==> src/rtl/div_unit_if.sv <==
// Handshake bundle between the execute stage and the iterative divider.
// The stage is the master; the divider is the slave.
interface div_unit_if #(
  parameter int WIDTH = 32
);
  logic             start;
  logic [4:0]       sub_opcode;
  logic [WIDTH-1:0] div_lhs;
  logic [WIDTH-1:0] div_rhs;
  logic             busy;
  logic             done;
  logic [WIDTH-1:0] div_result;

  modport master (
    output start, sub_opcode, div_lhs, div_rhs,
    input  busy, done, div_result
  );

  modport slave (
    input  start, sub_opcode, div_lhs, div_rhs,
    output busy, done, div_result
  );
endinterface

==> src/rtl/div_unit.sv <==
// Radix-2 restoring divider for RV32M DIV/DIVU/REM/REMU.
// 32 iteration steps on operand magnitudes, then a sign fix-up cycle.
module div_unit #(
  parameter int WIDTH = 32
) (
  input  logic       clk,
  input  logic       reset,
  div_unit_if.slave  bus
);
  localparam logic [4:0] OP_DIV  = 5'b11000;
  localparam logic [4:0] OP_DIVU = 5'b11110;
  localparam logic [4:0] OP_REM  = 5'b10000;
  localparam logic [4:0] OP_REMU = 5'b10111;

  localparam logic [WIDTH-1:0] ALL_ONES = {WIDTH{1'b1}};
  localparam logic [WIDTH-1:0] ZERO     = {WIDTH{1'b0}};
  localparam logic [WIDTH-1:0] MIN_NEG  = {1'b1, {(WIDTH-1){1'b0}}};

  typedef enum logic [1:0] {
    IDLE = 2'b00,
    CALC = 2'b01,
    FIN  = 2'b10
  } state_t;

  state_t           state_r;
  logic [5:0]       count_r;
  logic [4:0]       op_r;
  logic             neg_quo_r;
  logic             neg_rem_r;
  logic [WIDTH-1:0] dvs_r;
  logic [WIDTH-1:0] q_r;
  logic [WIDTH-1:0] rem_r;
  logic             busy_r;
  logic             done_r;
  logic [WIDTH-1:0] result_r;

  logic             op_valid_s;
  logic             op_signed_s;
  logic [WIDTH-1:0] lhs_mag_s;
  logic [WIDTH-1:0] rhs_mag_s;
  logic             div_zero_s;
  logic             overflow_s;
  logic [WIDTH:0]   r_shift_s;
  logic [WIDTH:0]   trial_s;
  logic [WIDTH-1:0] rem_next_s;
  logic [WIDTH-1:0] q_next_s;
  logic [WIDTH-1:0] fin_val_s;

  // 0x80000000 negates to itself, which is the correct unsigned magnitude.
  function automatic logic [WIDTH-1:0] magnitude(input logic [WIDTH-1:0] v, input logic is_signed);
    if (is_signed && v[WIDTH-1]) begin
      return -v;
    end else begin
      return v;
    end
  endfunction

  function automatic logic [WIDTH-1:0] cond_negate(input logic [WIDTH-1:0] v, input logic neg);
    if (neg) begin
      return -v;
    end else begin
      return v;
    end
  endfunction

  // Opcode decode of the incoming request.
  always_comb begin
    op_valid_s  = 1'b0;
    op_signed_s = 1'b0;
    case (bus.sub_opcode)
      OP_DIV, OP_REM: begin
        op_valid_s  = 1'b1;
        op_signed_s = 1'b1;
      end
      OP_DIVU, OP_REMU: begin
        op_valid_s  = 1'b1;
        op_signed_s = 1'b0;
      end
      default: begin
        op_valid_s  = 1'b0;
        op_signed_s = 1'b0;
      end
    endcase
  end

  assign lhs_mag_s  = magnitude(bus.div_lhs, op_signed_s);
  assign rhs_mag_s  = magnitude(bus.div_rhs, op_signed_s);
  assign div_zero_s = (bus.div_rhs == ZERO);
  assign overflow_s = op_signed_s && (bus.div_lhs == MIN_NEG) && (bus.div_rhs == ALL_ONES);

  // One restoring step: shift {R,Q}, keep the trial difference when it is non-negative.
  always_comb begin
    r_shift_s = {rem_r, q_r[WIDTH-1]};
    trial_s   = r_shift_s - {1'b0, dvs_r};
    if (!trial_s[WIDTH]) begin
      rem_next_s = trial_s[WIDTH-1:0];
      q_next_s   = {q_r[WIDTH-2:0], 1'b1};
    end else begin
      rem_next_s = r_shift_s[WIDTH-1:0];
      q_next_s   = {q_r[WIDTH-2:0], 1'b0};
    end
  end

  // Result selection and sign fix-up for the FIN cycle.
  always_comb begin
    if ((op_r == OP_REM) || (op_r == OP_REMU)) begin
      fin_val_s = cond_negate(rem_r, neg_rem_r);
    end else begin
      fin_val_s = cond_negate(q_r, neg_quo_r);
    end
  end

  // Control FSM with datapath registers and registered outputs.
  always_ff @(posedge clk) begin
    if (reset) begin
      state_r   <= IDLE;
      count_r   <= 6'd0;
      op_r      <= 5'd0;
      neg_quo_r <= 1'b0;
      neg_rem_r <= 1'b0;
      dvs_r     <= ZERO;
      q_r       <= ZERO;
      rem_r     <= ZERO;
      busy_r    <= 1'b0;
      done_r    <= 1'b0;
      result_r  <= ZERO;
    end else begin
      done_r <= 1'b0;
      case (state_r)
        IDLE: begin
          if (bus.start && op_valid_s) begin
            op_r    <= bus.sub_opcode;
            dvs_r   <= rhs_mag_s;
            count_r <= 6'd0;
            busy_r  <= 1'b1;
            // Special cases preset both Q and R so FIN just picks one unmodified.
            if (div_zero_s) begin
              q_r       <= ALL_ONES;
              rem_r     <= bus.div_lhs;
              neg_quo_r <= 1'b0;
              neg_rem_r <= 1'b0;
              state_r   <= FIN;
            end else if (overflow_s) begin
              q_r       <= MIN_NEG;
              rem_r     <= ZERO;
              neg_quo_r <= 1'b0;
              neg_rem_r <= 1'b0;
              state_r   <= FIN;
            end else begin
              q_r       <= lhs_mag_s;
              rem_r     <= ZERO;
              neg_quo_r <= op_signed_s & (bus.div_lhs[WIDTH-1] ^ bus.div_rhs[WIDTH-1]);
              neg_rem_r <= op_signed_s & bus.div_lhs[WIDTH-1];
              state_r   <= CALC;
            end
          end else begin
            busy_r  <= 1'b0;
            state_r <= IDLE;
          end
        end
        CALC: begin
          q_r     <= q_next_s;
          rem_r   <= rem_next_s;
          count_r <= count_r + 6'd1;
          if (count_r == 6'd31) begin
            state_r <= FIN;
          end else begin
            state_r <= CALC;
          end
        end
        FIN: begin
          result_r <= fin_val_s;
          done_r   <= 1'b1;
          busy_r   <= 1'b0;
          count_r  <= 6'd0;
          state_r  <= IDLE;
        end
        default: begin
          busy_r  <= 1'b0;
          count_r <= 6'd0;
          state_r <= IDLE;
        end
      endcase
    end
  end

  assign bus.busy       = busy_r;
  assign bus.done       = done_r;
  assign bus.div_result = result_r;
endmodule

==> src/flat_wrapper.sv <==
// flat-port wrapper written by rule: the top's interface ports become plain ports
module div_unit_flat 
#(
  parameter int WIDTH = 32
)
  (clk, reset, bus_start, bus_sub_opcode, bus_div_lhs, bus_div_rhs, bus_busy, bus_done, bus_div_result);
  div_unit_if #(.WIDTH(WIDTH)) bus_i ();
  input  logic clk;
  input  logic reset;
  input wire logic [$bits(bus_i.start)-1:0] bus_start;
  input wire logic [$bits(bus_i.sub_opcode)-1:0] bus_sub_opcode;
  input wire logic [$bits(bus_i.div_lhs)-1:0] bus_div_lhs;
  input wire logic [$bits(bus_i.div_rhs)-1:0] bus_div_rhs;
  output wire logic [$bits(bus_i.busy)-1:0] bus_busy;
  output wire logic [$bits(bus_i.done)-1:0] bus_done;
  output wire logic [$bits(bus_i.div_result)-1:0] bus_div_result;
  assign bus_i.start = bus_start;
  assign bus_i.sub_opcode = bus_sub_opcode;
  assign bus_i.div_lhs = bus_div_lhs;
  assign bus_i.div_rhs = bus_div_rhs;
  assign bus_busy = bus_i.busy;
  assign bus_done = bus_i.done;
  assign bus_div_result = bus_i.div_result;
  div_unit #(.WIDTH(WIDTH)) u_core (.clk(clk), .reset(reset), .bus(bus_i));
endmodule
==> config.mk <==
export PLATFORM = sky130hd
export DESIGN_NAME = div_unit_flat
export DESIGN_NICKNAME = d
export VERILOG_FILES = /design/src/rtl/div_unit_if.sv /design/src/rtl/div_unit.sv /design/src/flat_wrapper.sv
export SDC_FILE = /design/constraint.sdc
export NUM_CORES = 1
export LEC_CHECK = 0
export CAP_MARGIN = 10
export CORE_ASPECT_RATIO = 0.7
export CORE_MARGIN = 4
export CORE_UTILIZATION = 50
export DETAILED_ROUTE_END_ITERATION = 10
export GPL_TIMING_DRIVEN = 0
export HOLD_SLACK_MARGIN = 0.1
export PLACE_DENSITY = 0.71
export SLEW_MARGIN = 20
export SYNTH_ARGS = -nofsm -noshare
export SYNTH_HDL_FRONTEND = slang
export SYNTH_SLANG_ARGS = --single-unit
==> constraint.sdc <==
create_clock -name clk -period 4.2 [get_ports clk]
set_clock_uncertainty 0.05 [all_clocks]
set_input_delay 0.42 -clock clk [delete_from_list [all_inputs] [get_ports clk]]
set_output_delay 0.42 -clock clk [all_outputs]
set_load 0.1 [all_outputs]
==> results.yml <==
run_status:
  outcome: "finished, final reports clean"
clock_tree:
  sink_count_of_the_clock_tree: 145
  htree_levels: 4
  cts_tree: "done"
  cts_buffer_depth: 2
  post_cts_resize_count: 0
  tritoncts.num_buffers: 17
  postCtsSetupRepairBufs: 0
  path_clk_slew_ns: 0.06
  clockRootBuffer: "sky130_fd_sc_hd__clkbuf_16"
  clk_latency_ns: 0.45
  cts_hold_buffers: 0
pwr:
  leakagePower_nw: 4.661
  share_clk_of_total_power_pct: 34.4
  sw_share_pct: 36.29
  power.ir.vdd_worst_mv: 0.2997
  comb_power_share_pct: 32.4
  finalPower_mw: 4.567
  netSwitchingPower_mw: 1.658
  power.density_cell_area_nw_per_um2: 359.2
  internal_power_mw: 2.910
  power.sequential.fraction_pct: 33.2
synth:
  synth_enable_flop_cells: 0
  simple_gate_area_share_of_the_yosys_netlist_pct: 20.77
  postSynthNetCount: 1543
  proportion_of_synthesized_area_in_mux_cells_pct: 0.3964
  synth-compound-area-share_pct: 30.03
  synth.distinct_cells: 77
  synth-xor-area-share_pct: 11.83
  synth_cell_area_sq_um: 10730
  synth_flop_cell: "sky130_fd_sc_hd__dfxtp_1"
  ys_warn_count: 0
  post_synth.cell_area_avg_sq_um: 7.495
  synth_async_reset_ratio_pct: 0
  syn-instance-count: 1432
  part_of_the_yosys_area_used_for_sequential_elements_pct: 27.05
  synth_top_family_by_area: "compound AO/OA/AOI/OAI gates"
  synthAdderAreaFrac_pct: 4.616
  yosys_register_bits: 145
global_route:
  global_route.overflow_total: 0
  groute.usage.overall_pct: 33.47
  first_pass_grt_wire_length_microns: 61950
  vias_in_the_first_global_route: 10599
  grt_antenna_before_repair: 0
  grt_max_degree: 17
routing:
  detail_route.vias_per_cell: 6.463
  routedWlPerCell_microns: 22.30
  initial_drc_count: 1410
  drt.antenna.violating_nets: 0
  drcViolationCount: 0
  drt_first_pass_iters: 6
  vias: 11905
  routed_wl_microns: 41080
cells_and_area:
  most_frequent_standard_cell_in_the_layout_excluding_fill_and_tap_cells: "sky130_fd_sc_hd__a21oi_1"
  layout_common_cells: "sky130_fd_sc_hd__a21oi_1, sky130_fd_sc_hd__dfxtp_1, sky130_fd_sc_hd__nor2_1"
  post-route-cell-area_sq_um: 12710
  final_layout_size_suffix_gt1_share_pct: 5.045
  final_net_count: 1664
  area_growth_pct: 18.47
  ff_latch_area_sq_um: 2903
  multi_input_area_sq_um: 7271
  final_core_utilization_pct: 60.78
  layoutNonFillerInstCount: 1842
  nFillCells: 2011
  antenna_cells_inserted: 0
setup_path:
  reg2reg_setup_slack_ns: 0.22
  crit_path_top_delay_cell: "sky130_fd_sc_hd__a2111oi_0"
  timing.rr.end: "u_core.rem_r[31]"
  worstSetupStartpointType: "flop"
  critPathArrivalTime_ns: 4.26
  cp-end-kind: "flop"
  cp_cell_sequence: "inv_1 -> ha_1 -> nand2b_1 -> a21oi_1 -> o21ai_0 -> a2111oi_0 -> o311ai_1 -> nor3_1 -> mux2_2 -> o211ai_1 -> nand2_1"
  worst_path_largest_cell_delay_ns: 0.92
  r2r-start: "u_core.q_r[31]"
  critical_path_class: "reg2reg"
  timing.critical_path.to: "u_core.rem_r[31]"
  worst_ep_required_time_ns: 4.48
  timing.critical_path.from: "u_core.q_r[31]"
  worstPathMaxFanout: 6
  reg2regPathDepth: 11
place:
  cell_area_after_placement_sq_um: 12120
  place.port_buffers: 104
  dpl.cell_count: 1812
  place.gp.congestion: 0.9731
  post-dp-hpwl_microns: 32140
die:
  rows: 44
  initial_core_util_pct: 51.30
  ios: 106
  die-width_microns: 183.1
  dieHeight_microns: 130.6
  placeableCoreArea_sq_um: 20920
  dieArea_sq_um: 23910
timing:
  max_slew.worst_pin.slew_ns: 1.329
  summed_negative_setup_slack_over_all_endpoints_ns: 0
  slew_headroom_pct: 10.57
  final-max-slew-violation-count: 0
  final_hold_violations: 0
  setup_viol: 0
  grt_setup_unrepaired: "false"
  post-route-min-period_ns: 3.984
  maxClockFrequency_mhz: 251.0
  period_share_pct: 94.86
worst_hold_path:
  min_path_cells: 3
  hold_path.class: "in2reg"
flow_run:
  timing.max_cap.violations: 0
-- cell usage after synthesis (5+ instances only) --
cell / instances / area, sq um
sky130_fd_sc_hd__a211oi_1: 37 / 277.8
sky130_fd_sc_hd__a21o_1: 14 / 105.1
sky130_fd_sc_hd__a21oi_1: 162 / 810.8
sky130_fd_sc_hd__a221oi_1: 10 / 87.58
sky130_fd_sc_hd__a22oi_1: 14 / 105.1
sky130_fd_sc_hd__a31oi_1: 23 / 143.9
sky130_fd_sc_hd__and2_1: 6 / 37.54
sky130_fd_sc_hd__and3_1: 5 / 31.28
sky130_fd_sc_hd__buf_1: 6 / 22.52
sky130_fd_sc_hd__buf_2: 5 / 25.02
sky130_fd_sc_hd__clkbuf_1: 79 / 296.5
sky130_fd_sc_hd__dfxtp_1: 145 / 2903
sky130_fd_sc_hd__ha_1: 38 / 475.5
sky130_fd_sc_hd__inv_1: 54 / 202.7
sky130_fd_sc_hd__nand2_1: 122 / 457.9
sky130_fd_sc_hd__nand2b_1: 7 / 43.79
sky130_fd_sc_hd__nand3_1: 20 / 100.1
sky130_fd_sc_hd__nand4_1: 15 / 93.84
sky130_fd_sc_hd__nor2_1: 128 / 480.5
sky130_fd_sc_hd__nor2b_1: 11 / 68.82
sky130_fd_sc_hd__nor3_1: 30 / 150.1
sky130_fd_sc_hd__nor4_1: 22 / 137.6
sky130_fd_sc_hd__o211ai_1: 33 / 247.7
sky130_fd_sc_hd__o21a_1: 6 / 45.04
sky130_fd_sc_hd__o21ai_0: 104 / 520.5
sky130_fd_sc_hd__o21ai_1: 6 / 30.03
sky130_fd_sc_hd__o21bai_1: 5 / 37.54
sky130_fd_sc_hd__o221ai_1: 8 / 70.07
sky130_fd_sc_hd__o22ai_1: 9 / 56.30
sky130_fd_sc_hd__o31a_1: 6 / 52.55
sky130_fd_sc_hd__o31ai_1: 33 / 247.7
sky130_fd_sc_hd__o41ai_1: 13 / 113.9
sky130_fd_sc_hd__or2_2: 7 / 43.79
sky130_fd_sc_hd__or3_1: 16 / 100.1
sky130_fd_sc_hd__or4_1: 16 / 120.1
sky130_fd_sc_hd__xnor2_1: 78 / 683.2
sky130_fd_sc_hd__xor2_1: 67 / 586.8
-- worst min-delay path by stage --
stage / from / to
after floorplan: u_core.dvs_r[31] / u_core.dvs_r[31]
after global placement: u_core.bus.div_result[23] / u_core.bus.div_result[23]
after detailed placement: u_core.bus.div_result[21] / u_core.bus.div_result[21]
after CTS: bus_div_lhs[5] / u_core.rem_r[5]
after global routing: bus_div_lhs[5] / u_core.rem_r[5]
final: bus_div_lhs[5] / u_core.rem_r[5]
-- power groups by stage --
stage	Combinational [mW]	Sequential, mW	Clock, mW
5_1_grt	1.60	1.52	1.62
4_1_cts	1.43	1.51	1.56
3_5_place_dp	1.41	1.54	0
3_3_place_gp	1.40	1.54	0
2_1_floorplan	0.976	1.52	0
6_report	1.48	1.52	1.57
-- worst max-delay path: cells and delay by family (launching register included) --
kind,cells,cell delay (ns)
AOI/OAI and AO/OA,5,1.97
buffers and inverters,1,0.08
DFF,1,0.47
and+or+nand+nor,3,0.65
muxes,1,0.38
adders and majority gates,1,0.26
-- layout make-up --
class,instances,share of cell area [%]
multi-input cells,1140,57.18
plain buffers,91,2.834
repair buffers,104,8.187
flip-flops and latches,145,22.83
well taps,276,2.716
clock inverters,10,0.8463
inverters,54,1.594
clock buffers,22,3.808
-- layer usage --
metal | track usage (%) | routed length (microns) | vias to the layer above
met4 | 9.194 | 910 | 0
li1 | - | - | 5500
met1 | 50.77 | 19220 | 5654
met2 | 46.06 | 16290 | 675
met5 | 0 | 0 | -
met3 | 9.159 | 4654 | 76
-- sequential cells by signal (all words and copies together) (netlist names) --
name / flops
u_core.neg_quo_r: 1
u_core.bus.done: 1
u_core.rem_r: 32
u_core.bus.busy: 1
u_core.bus.div_result: 32
u_core.count_r: 6
u_core.op_r: 5
u_core.neg_rem_r: 1
u_core.dvs_r: 32
u_core.state_r: 2
u_core.q_r: 32
-- logic make-up after synthesis --
kind of cell               count (synthesis)
AOI/OAI and AO/OA                        511
xor gates and xnor gates                 145
adders and majority gates                 39
buffers and inverters                    147
DFF                                      145
muxes                                      4
and+or+nand+nor                          441
-- through the flow --
step | setup slack [ns] | hold slack [ns]
global route | 0.03591 | 0.4255
CTS | 0.1779 | 0.3891
finish | 0.2161 | 0.3832
detailed placement | 0.1115 | 0.3984
floorplan | 1.145 | 0.3819
global placement | 0.1052 | 0.3917
(Power assumes the default switching activity.)
